==> src/rtl/outq_pkg.sv <==
`default_nettype none
// ============================================================================
//  Module      : outq_pkg
//  Description : Shared definitions for the output-queue controller.
//                Holds the register offsets (daddr[3:2]), the STATUS bit
//                positions and the drain FSM state type.
//  Revision    : 1.0 - initial release
// ============================================================================
package outq_pkg;

    // Register offsets, decoded from daddr[3:2]
    localparam logic [1:0] REG_DATA   = 2'd0;
    localparam logic [1:0] REG_STATUS = 2'd1;
    localparam logic [1:0] REG_COUNT  = 2'd2;
    localparam logic [1:0] REG_CTRL   = 2'd3;

    // STATUS bit positions
    localparam int STAT_FULL    = 0;
    localparam int STAT_EMPTY   = 1;
    localparam int STAT_BUSY    = 2;
    localparam int STAT_OVF     = 3;
    localparam int STAT_OCC_LSB = 8;   // occupancy occupies [15:8]

    // Drain FSM states
    typedef enum logic [1:0] {
        IDLE = 2'd0,
        SEND = 2'd1,
        GAP  = 2'd2
    } state_t;

endpackage
`default_nettype wire

==> src/rtl/outq_fifo.sv <==
`default_nettype none
// ============================================================================
//  Module      : outq_fifo
//  Description : DEPTH x 8 circular synchronous FIFO. Pointers wrap modulo
//                DEPTH; occupancy is kept in its own register so full and
//                empty are unambiguous. A push while full is accepted only
//                when a pop happens in the same cycle (the pop frees the slot).
//  Ports       : clk, reset  - clock, synchronous active-high reset
//                i_push      - write i_wdata at the tail
//                i_pop       - drop the head entry
//                i_wdata     - data to push
//                o_rdata     - current head entry (combinational)
//                o_full      - occupancy == DEPTH
//                o_empty     - occupancy == 0
//                o_count     - occupancy, clog2(DEPTH)+1 bits
//  Revision    : 1.0 - initial release
// ============================================================================
module outq_fifo #(
    parameter int DEPTH = 8
) (
    input  logic                       clk,
    input  logic                       reset,
    input  logic                       i_push,
    input  logic                       i_pop,
    input  logic [7:0]                 i_wdata,
    output logic [7:0]                 o_rdata,
    output logic                       o_full,
    output logic                       o_empty,
    output logic [$clog2(DEPTH):0]     o_count
);

    localparam int AW = $clog2(DEPTH);
    localparam int CW = AW + 1;

    logic [7:0]    r_mem [DEPTH];
    logic [AW-1:0] r_wptr;
    logic [AW-1:0] r_rptr;
    logic [CW-1:0] r_count;

    logic w_full;
    logic w_empty;
    logic w_pop_ok;
    logic w_push_ok;

    assign w_full    = (r_count == CW'(DEPTH));
    assign w_empty   = (r_count == '0);
    assign w_pop_ok  = i_pop && !w_empty;
    // At full the slot being popped is the one the push lands in.
    assign w_push_ok = i_push && (!w_full || w_pop_ok);

    always_ff @(posedge clk) begin
        if (reset) begin
            r_wptr  <= '0;
            r_rptr  <= '0;
            r_count <= '0;
        end else begin
            if (w_push_ok) begin
                r_wptr <= r_wptr + AW'(1);
            end
            if (w_pop_ok) begin
                r_rptr <= r_rptr + AW'(1);
            end
            case ({w_push_ok, w_pop_ok})
                2'b10:   r_count <= r_count + CW'(1);
                2'b01:   r_count <= r_count - CW'(1);
                default: r_count <= r_count;
            endcase
        end
    end

    // Storage is not reset; pointer reset alone discards the contents.
    always_ff @(posedge clk) begin
        if (w_push_ok) begin
            r_mem[r_wptr] <= i_wdata;
        end
    end

    assign o_rdata = r_mem[r_rptr];
    assign o_full  = w_full;
    assign o_empty = w_empty;
    assign o_count = r_count;

endmodule
`default_nettype wire

==> src/rtl/outq_ctrl.sv <==
`default_nettype none
// ============================================================================
//  Module      : outq_ctrl
//  Description : Memory-mapped output-queue controller. CPU word stores to
//                DATA are queued in a FIFO and drained one character at a
//                time to the sink over valid/ready, followed by PACE idle
//                cycles. STATUS/COUNT/CTRL let firmware poll for space.
//  Ports       : clk, reset  - clock, synchronous active-high reset
//                sel         - address decode hit for this block
//                daddr       - byte address, bits [3:2] select the register
//                dwdata      - store data
//                dwe         - byte enables, only 4'b1111 writes
//                drdata      - read data (combinational from daddr[3:2])
//                out_valid   - character available to the sink
//                out_data    - character to the sink
//                out_ready   - sink accepts the character this cycle
//  Revision    : 1.0 - initial release
// ============================================================================
module outq_ctrl
    import outq_pkg::*;
#(
    parameter int DEPTH = 8,
    parameter int PACE  = 4,
    parameter int CNT_W = 32
) (
    input  logic        clk,
    input  logic        reset,
    input  logic        sel,
    input  logic [31:0] daddr,
    input  logic [31:0] dwdata,
    input  logic [3:0]  dwe,
    output logic [31:0] drdata,
    output logic        out_valid,
    output logic [7:0]  out_data,
    input  logic        out_ready
);

    localparam int AW    = $clog2(DEPTH);
    localparam int OW    = AW + 1;
    localparam int GAP_W = (PACE > 1) ? $clog2(PACE) : 1;

    // ------------------------------------------------------------------
    // Bus write decode
    // ------------------------------------------------------------------
    logic w_wr;
    logic w_wr_data;
    logic w_wr_status;
    logic w_wr_count;
    logic w_wr_ctrl;

    assign w_wr        = sel && (dwe == 4'b1111);
    assign w_wr_data   = w_wr && (daddr[3:2] == REG_DATA);
    assign w_wr_status = w_wr && (daddr[3:2] == REG_STATUS);
    assign w_wr_count  = w_wr && (daddr[3:2] == REG_COUNT);
    assign w_wr_ctrl   = w_wr && (daddr[3:2] == REG_CTRL);

    // Address and data bits outside the decoded fields are don't-care.
    logic w_unused;
    assign w_unused = ^{daddr[31:4], daddr[1:0], dwdata[31:8]};

    // ------------------------------------------------------------------
    // FIFO
    // ------------------------------------------------------------------
    logic [7:0]    w_fifo_rdata;
    logic          w_full;
    logic          w_empty;
    logic [OW-1:0] w_occ;
    logic          w_push;
    logic          w_pop;
    logic          w_handshake;

    state_t            r_state;
    logic              r_out_valid;
    logic [7:0]        r_out_data;
    logic [GAP_W-1:0]  r_gap;
    logic              r_en;
    logic              r_ovf;
    logic [CNT_W-1:0]  r_count;

    // out_valid is only ever high in SEND, so this is the SEND handshake.
    assign w_handshake = r_out_valid && out_ready;
    assign w_push      = w_wr_data;
    assign w_pop       = w_handshake;

    outq_fifo #(
        .DEPTH (DEPTH)
    ) u_fifo (
        .clk     (clk),
        .reset   (reset),
        .i_push  (w_push),
        .i_pop   (w_pop),
        .i_wdata (dwdata[7:0]),
        .o_rdata (w_fifo_rdata),
        .o_full  (w_full),
        .o_empty (w_empty),
        .o_count (w_occ)
    );

    // ------------------------------------------------------------------
    // Drain FSM with registered sink outputs
    // ------------------------------------------------------------------
    always_ff @(posedge clk) begin
        if (reset) begin
            r_state     <= IDLE;
            r_out_valid <= 1'b0;
            r_out_data  <= '0;
            r_gap       <= '0;
        end else begin
            case (r_state)
                IDLE: begin
                    // The head is captured on entry; it cannot change while
                    // in SEND because only SEND pops.
                    if (r_en && !w_empty) begin
                        r_state     <= SEND;
                        r_out_valid <= 1'b1;
                        r_out_data  <= w_fifo_rdata;
                    end
                end
                SEND: begin
                    // en is deliberately ignored here: an offered character
                    // is never retracted.
                    if (out_ready) begin
                        r_state     <= GAP;
                        r_out_valid <= 1'b0;
                        r_gap       <= GAP_W'(PACE - 1);
                    end
                end
                GAP: begin
                    if (r_gap == '0) begin
                        r_state <= IDLE;
                    end else begin
                        r_gap <= r_gap - GAP_W'(1);
                    end
                end
                default: begin
                    r_state     <= IDLE;
                    r_out_valid <= 1'b0;
                end
            endcase
        end
    end

    assign out_valid = r_out_valid;
    assign out_data  = r_out_data;

    // ------------------------------------------------------------------
    // Control / status registers
    // ------------------------------------------------------------------
    always_ff @(posedge clk) begin
        if (reset) begin
            r_en    <= 1'b1;
            r_ovf   <= 1'b0;
            r_count <= '0;
        end else begin
            if (w_wr_ctrl) begin
                r_en <= dwdata[0];
            end

            if (w_wr_status) begin
                r_ovf <= 1'b0;
            end else if (w_push && w_full && !w_pop) begin
                r_ovf <= 1'b1;
            end

            // A clear coinciding with a handshake leaves the count at zero.
            if (w_wr_count) begin
                r_count <= '0;
            end else if (w_handshake) begin
                r_count <= r_count + CNT_W'(1);
            end
        end
    end

    // ------------------------------------------------------------------
    // Read mux
    // ------------------------------------------------------------------
    logic [7:0]  w_occ8;
    logic [31:0] w_status;
    logic [31:0] w_count32;

    always_comb begin
        w_occ8         = '0;
        w_occ8[OW-1:0] = w_occ;

        w_status                          = '0;
        w_status[STAT_FULL]               = w_full;
        w_status[STAT_EMPTY]              = w_empty;
        w_status[STAT_BUSY]               = (r_state != IDLE);
        w_status[STAT_OVF]                = r_ovf;
        w_status[STAT_OCC_LSB +: 8]       = w_occ8;

        w_count32              = '0;
        w_count32[CNT_W-1:0]   = r_count;
    end

    always_comb begin
        drdata = '0;
        case (daddr[3:2])
            REG_DATA:   drdata = '0;
            REG_STATUS: drdata = w_status;
            REG_COUNT:  drdata = w_count32;
            REG_CTRL:   drdata = {31'b0, r_en};
            default:    drdata = '0;
        endcase
    end

endmodule
`default_nettype wire
==> config.mk <==
export PLATFORM = sky130hd
export DESIGN_NAME = outq_ctrl
export DESIGN_NICKNAME = d
export VERILOG_FILES = /design/src/rtl/outq_pkg.sv /design/src/rtl/outq_fifo.sv /design/src/rtl/outq_ctrl.sv
export SDC_FILE = /design/constraint.sdc
export NUM_CORES = 1
export LEC_CHECK = 0
export ABC_AREA = 1
export BUFFER_PORTS_ARGS = -buffer_cell sky130_fd_sc_hd__buf_4
export CELL_PAD_IN_SITES_DETAIL_PLACEMENT = 1
export CELL_PAD_IN_SITES_GLOBAL_PLACEMENT = 2
export CORE_MARGIN = 10
export CORE_UTILIZATION = 33
export CTS_BUF_LIST = sky130_fd_sc_hd__clkbuf_8
export DETAILED_ROUTE_END_ITERATION = 8
export GPL_ROUTABILITY_DRIVEN = 0
export PLACE_DENSITY = 0.82
export SETUP_SLACK_MARGIN = 0.15
export SKIP_LAST_GASP = 1
export SLEW_MARGIN = 30
export SYNTH_ARGS = -nofsm -noshare
export SYNTH_HDL_FRONTEND = slang
export SYNTH_SLANG_ARGS = --single-unit
export TNS_END_PERCENT = 5
==> constraint.sdc <==
create_clock -name clk -period 2.65 [get_ports clk]
set_input_delay 0.1325 -clock clk [delete_from_list [all_inputs] [get_ports clk]]
set_output_delay 0.1325 -clock clk [all_outputs]
set_load 0.01 [all_outputs]
### Word level (Yosys, flattened, before mapping)

Memory sizes are Yosys's and may differ from the RTL's. A register that Yosys moved wholly into a read port is not among the register bits.
Cells that the tools add are included.

| word-level totals | value |
|---|---|
| bits in registers | 49 |
| memory bits (writable) | 64 |
| bits of input ports | 72 |
| output and inout bits | 41 |
| logic and storage cells | 72 |
| memories | 1 |

| operators by class | value |
|---|---|
| $add $sub $neg | 6 |
| eq/ne operators | 13 |
| mux-type cells | 14 |
| bitwise logic cells | 1 |
| reductions and logical operators | 28 |

Memory list:

| memory | words | bits a word | read ports | clocked after memory_dff | wr ports | line | RTL |
|---|---|---|---|---|---|---|---|
| u_fifo.r_mem | 8 | 8 | 1 | 1 | 1 | outq_fifo.sv:35 | `logic [7:0] r_mem [DEPTH];` |

Operator list:

| operator | count |
|---|---|
| $pmux W32 S4 | 1 |
| $add A32 B1 Y32 const B | 1 |
| $logic_and A1 B1 Y1 | 11 |
| $mux W2 | 5 |
| $reduce_and A3 Y1 | 3 |
| $eq A2 B2 Y1 const B | 4 |
| $eq A4 B4 Y1 const B | 2 |
| $ne A2 B2 Y1 const B | 4 |
| $pmux W4 S2 | 1 |
| $add A3 B1 Y3 const B | 2 |
| $eq A2 B1 Y1 const B | 3 |
| $logic_not A2 Y1 | 3 |
| $pmux W2 S3 | 1 |
| $reduce_bool A2 Y1 | 3 |
| $add A4 B1 Y4 const B | 1 |
| $logic_not A4 Y1 | 1 |
| $mux W1 | 4 |
| $pmux W2 S2 | 1 |
| $reduce_or A2 Y1 | 2 |
| $sub A4 B1 Y4 const B | 1 |
| $logic_not A1 Y1 | 3 |
| $pmux W1 S3 | 1 |
| $reduce_and A2 Y1 | 1 |
| $sub A2 B1 Y2 const B | 1 |
| other kinds (2) | 2 |

### Longest topological paths before layout

| logic depth | value |
|---|---|
| word-level depth | 7 |
| gate-level depth with buffers | 15 |
| gate-level depth less buffers | 15 |

### Hierarchy

From an unflattened synthesis, not the netlist that was laid out.

| second synthesis, totals | value |
|---|---|
| cell total of the unflattened synthesis | 689 |
| area, all modules | 5919.4 um^2 |

By module, submodules not included:

| module | times used | cells an instance | area an instance (um^2) | sequential area each (um^2) |
|---|---|---|---|---|
| outq_fifo | 1 | 260 | 3216.8 | 2182.1 |
| outq_ctrl | 1 | 429 | 2702.6 | 940.9 |

### Worst setup path after synthesis

Ideal clock, no wire load.

| timing path | value |
|---|---|
| path kind | reg-to-reg |
| from | register r_out_valid (netlist: out_valid) |
| to | memory u_fifo.r_mem[0][0], enable pin |
| library setup time | 0.383 ns |
| arrival | 1.778 ns |
| data required time | 2.267 ns |
| path slack | 0.488 ns |
| stages on the path, launching flop included | 9 |
| buffers on the path | 1 |
| clock period less this slack | 2.162 ns |
| path through | dfxtp_1 > nand2_2 > buf_6 > nand2_2 > nor2_2 > nor2_4 > inv_2 > or2_4 > nor3_1 |

| between the ends | value |
|---|---|
| word-level cells in the longest chain between the ends | 6 |

RTL lines:

| element | line | RTL |
|---|---|---|
| start: declaration | outq_ctrl.sv:73 | `logic r_out_valid;` |
| start signal: assignment | outq_ctrl.sv:105 | `r_out_valid <= 1'b0;` |
| start signal: assignment | outq_ctrl.sv:115 | `r_out_valid <= 1'b1;` |
| start signal: assignment | outq_ctrl.sv:124 | `r_out_valid <= 1'b0;` |
| $logic_and A1 B1 Y1 | outq_ctrl.sv:81 | `assign w_handshake = r_out_valid && out_ready;` |
| $logic_and A1 B1 Y1 | outq_fifo.sv:47 | `assign w_pop_ok = i_pop && !w_empty;` |
| $logic_or A1 B1 Y1 | outq_fifo.sv:49 | `assign w_push_ok = i_push && (!w_full \|\| w_pop_ok);` |
| $logic_and A1 B1 Y1 | outq_fifo.sv:49 |  |
| $mux W1 | outq_fifo.sv:73 | `if (w_push_ok) begin` |
| $mux W1 (not written as such) | outq_fifo.sv:74 | `r_mem[r_wptr] <= i_wdata;` |
| end: declaration | outq_fifo.sv:35 |  |

No other way between the ends.

### Worst setup path after layout

| timing path | value |
|---|---|
| from | register u_fifo.r_count[0] (netlist: u_fifo.o_count[0]) |
| to | memory u_fifo.r_mem[4][3], enable pin |

| between the ends | value |
|---|---|
| word-level cells in the longest chain between the ends | 7 |
| elaborated cells on any way between the ends | 9 |
| those cells by class | eq/ne: 1; mux: 2; reduce/logical: 6 |

RTL lines:

| element | line | RTL |
|---|---|---|
| start: declaration | outq_fifo.sv:38 | `logic [CW-1:0] r_count;` |
| start signal: assignment | outq_fifo.sv:64 | `2'b10: r_count <= r_count + CW'(1);` |
| start signal: assignment | outq_fifo.sv:65 | `2'b01: r_count <= r_count - CW'(1);` |
| start signal: assignment | outq_fifo.sv:66 | `default: r_count <= r_count;` |
| $logic_not A4 Y1 | outq_fifo.sv:46 | `assign w_empty = (r_count == '0);` |
| $logic_not A1 Y1 | outq_fifo.sv:47 |  |
| $logic_and A1 B1 Y1 | outq_fifo.sv:47 |  |
| $logic_or A1 B1 Y1 (*) | outq_fifo.sv:49 |  |
| $logic_and A1 B1 Y1 (*) | outq_fifo.sv:49 |  |
| $mux W1 (*) | outq_fifo.sv:73 |  |
| $mux W1 (not written as such) (*) | outq_fifo.sv:74 |  |

Mark *: on every way between the ends. The rest lies on a longest branch, timed or not.

==> flow_summary_export.csv <==
group,metric,value,unit
outcome,outcome,"finished clean",
power_and_ir_drop,p_sw_frac,0.226,
sta,drv_slew,0,
setup_path,worst-path-buf-inv,2,
setup_path,startpoint_type,"flop",
job,cap_viol_max_count,0,
detailed_routing,dr.pass1.iters,4,
logic_synthesis,ys_warn_count,0,
sta,tns,0,ps
clock_tree,cts_tree,"done",
floorplan,die_area,0.0228,sq mm
setup_path,required,2790,ps
power_and_ir_drop,p_leak,2.46,nW
detailed_routing,drt_wl_total,16.1,mm
layout,layout.nets,836,
power_and_ir_drop,internal-power,0.00295,W
grt,grt_max_degree,36,
setup_path,critPathMaxFanout,8,
sta,hold_violations,0,
power_and_ir_drop,clkPwrFrac,0.450,
clock_tree,numCtsBuffers,17,
sta,setup_viol,0,
sta,finClkSkew,15.6,ps
setup_path,rrSetupSlack,720,ps
logic_synthesis,postSynthAreaPerCell,8.35,sq um
power_and_ir_drop,p_comb_frac,0.031,
floorplan,start_util,0.339,
power_and_ir_drop,pwr-share-seq,0.519,
clock_tree,root_buffer,"clkbuf_8",
clock_tree,path_clk_slew,70,ps
grt,grt_pass1_vias,5153,
setup_path,crit_arrival,2070,ps
setup_path,crit_type,"flop to flop",
floorplan,io_pins,113,
grt,grt_pass1_wl,25.9,mm
floorplan,die_w,151,um
logic_synthesis,synth_mux_area_frac,0,
clock_tree,ctsResizeCount,0,
power_and_ir_drop,p_switching,0.000861,W
setup_path,crit_cells,8,
logic_synthesis,synth_cell_types,35,
layout,area_delta_synth_final,21.6,%
clock_tree,cts_setup_buffers,0,
power_and_ir_drop,p_per_area,553,mW/mm^2
floorplan,num_rows,47,
detailed_routing,vias,4855,
detailed_routing,drtAntennaViolNets,0,
grt,grt_usage,0.146,
clock_tree,clk_latency,440,ps
clock_tree,h-tree-depth,4,
setup_path,worst_path_max_delay_cell,"dfxtp_1",
detailed_routing,viasPerCell,4.89,
power_and_ir_drop,peakVddDrop,304,uV
sta,fmax,518,MHz
floorplan,fp.dieH,151,um
layout,drive_gt1_frac,0.168,
clock_tree,cts_buffer_depth,2,
sta,post-route-period-util,0.729,
logic_synthesis,syn_area,0.00566,sq mm
hold_path,holdPathStages,3,
logic_synthesis,synthCells,678,
setup_path,path_cells,"nor2_2 -> nand2_1 -> nor2_2 -> nor2_4 -> inv_2 -> or2_4 -> nor3_1 -> buf_4",
clock_tree,hold_buffers,10,
placed_design,numPortBuffers,58,
logic_synthesis,synth_top_family_by_area,"simple AND/OR/NAND/NOR gates",
clock_tree,cts.sinks,121,
logic_synthesis,synthXorXnorAreaFrac,0.00928,
hold_path,min_path_type,"input pin to flop",
grt,antenna_found_initial,0,
logic_synthesis,synth_compound_area_frac,0.120,
setup_path,cp_common_cell,"nor2_2",
setup_path,crit_family,"simple AND/OR/NAND/NOR gates",
logic_synthesis,ys_seq_area_frac,0.541,
placed_design,dp_hpwl,11.6,mm
detailed_routing,drc_errors,0,
detailed_routing,drtIter0Drc,212,
sta,worst_pin_slew,549,ps
logic_synthesis,synth_fp_nets,755,
floorplan,core-area,0.0167,sq mm
setup_path,setup.worst_path.end_class,"flop",
grt,grt.overflow.total,0,
sta,relSlewSlack,0.634,
logic_synthesis,synthSimpleGateAreaFrac,0.254,
sta,rsz0062_at_grt,"false",
logic_synthesis,yosys.area_share.adder,0.0110,
setup_path,reg2reg_depth,8,
layout,n_antenna_cell,0,
sta,min_period,1930,ps
power_and_ir_drop,p_total,0.00381,W
detailed_routing,wire_per_inst,16.2,um
logic_synthesis,synth-seq-cells,121,
setup_path,critPathMaxStageDelay,420,ps
cell usage after synthesis (all sizes together):
| library cell | instances | area, sq um |
|---|---|---|
| o21ai | 61 | 305 |
| inv | 70 | 263 |
| nor3b | 2 | 26.3 |
| o22ai | 2 | 12.5 |
| nor4 | 1 | 6.26 |
| clkinv | 1 | 3.75 |
| clkbuf | 8 | 30.0 |
| or2 | 1 | 8.76 |
| ha | 5 | 62.6 |
| nand4 | 3 | 18.8 |
| o221ai | 1 | 8.76 |
| nor2 | 138 | 566 |
| nand2 | 135 | 524 |
| buf | 12 | 70.1 |
| o211ai | 16 | 120 |
| a21oi | 37 | 196 |
| edfxtp | 64 | 1920 |
| o21a | 1 | 7.51 |
| nand3 | 35 | 198 |
| nor3 | 18 | 90.1 |
| a31oi | 3 | 18.8 |
| o211a | 1 | 10.0 |
| xor2 | 6 | 52.6 |
| dfxtp | 57 | 1140 |
area by class of cell:
type / count / area [sq um]
Fill cell: 2026 / 9810
Sequential cell: 121 / 3060
Multi-Input combinational cell: 466 / 2230
Timing Repair Buffer: 82 / 641
Tap cell: 220 / 275
Inverter: 71 / 267
Clock buffer: 17 / 234
Clock inverter: 15 / 175
cells by family (layout without fill, tap and decap cells):
logic type,count (synthesis),count (layout)
AO/OA/AOI/OAI,122,122
XOR/XNOR,6,6
AND/OR/NAND/NOR,333,333
buffers and inverters,91,185
flip-flops,121,121
adder cells (fa/ha/maj),5,5
worst register-to-register path, delay by kind of cell (launching register included):
kind                   cells  cell delay (ps)
AND/OR/NAND/NOR            6              920
flip-flops                 1              420
buffers and inverters      2              310
worst paths after layout:
path	start	end
min	daddr[3]	r_en
min reg2reg	out_data[7]	out_data[7]
max reg2reg	u_fifo.o_count[0]	u_fifo.r_mem[4][3]
max	u_fifo.o_count[0]	u_fifo.r_mem[4][3]
metal layers:
metal / part of all wire / global-route usage / vias to the layer above / wire, um
li1: - / - / 2418 / -
met1: 0.44 / 0.168 / 2345 / 7110
met2: 0.51 / 0.255 / 69 / 8160
met3: 0.037 / 0.0424 / 23 / 599
met4: 0.015 / 0.0443 / 0 / 247
met5: 0 / 0 / - / 0
per-stage QoR:
step	utilization	cell area, sq um	worst slack (ps)	hold slack, ps	instances
after floorplan	-	5660	488	202	678
after global placement	0.382	6380	813	364	950
after detailed placement	0.382	6380	698	368	950
after CTS	0.412	6890	706	19.5	992
after global routing	0.412	6890	572	51.1	992
final	0.412	6890	719	59.6	992
cells in the final DEF, fill, tap and decap left out, types with 17 or more instances in the layout:
cell        n
nand2_1   128
nor2_1    127
buf_4      72
inv_1      67
edfxtp_1   64
o21ai_0    57
dfxtp_1    57
a21oi_1    36
nand3_1    32
nor3_1     18
clkbuf_8   17
state kept, by name, summed over array words and instances (netlist names), 2 cells and up:
register	cells
r_count	32
r_gap	2
out_data	8
u_fifo.o_count	4
u_fifo.r_mem	64
u_fifo.r_rptr	3
u_fifo.r_wptr	3
r_state	2
power groups by stage:
stage | registers, W | logic (W) | clock network [W]
floorplan | 0.00202 | 0.0000451 | 0
global placement | 0.00202 | 0.000103 | 0
detailed placement | 0.00202 | 0.000108 | 0
CTS | 0.00198 | 0.000120 | 0.00177
global route | 0.00198 | 0.000132 | 0.00185
finish | 0.00198 | 0.000119 | 0.00172
(Power assumes the default switching activity.)
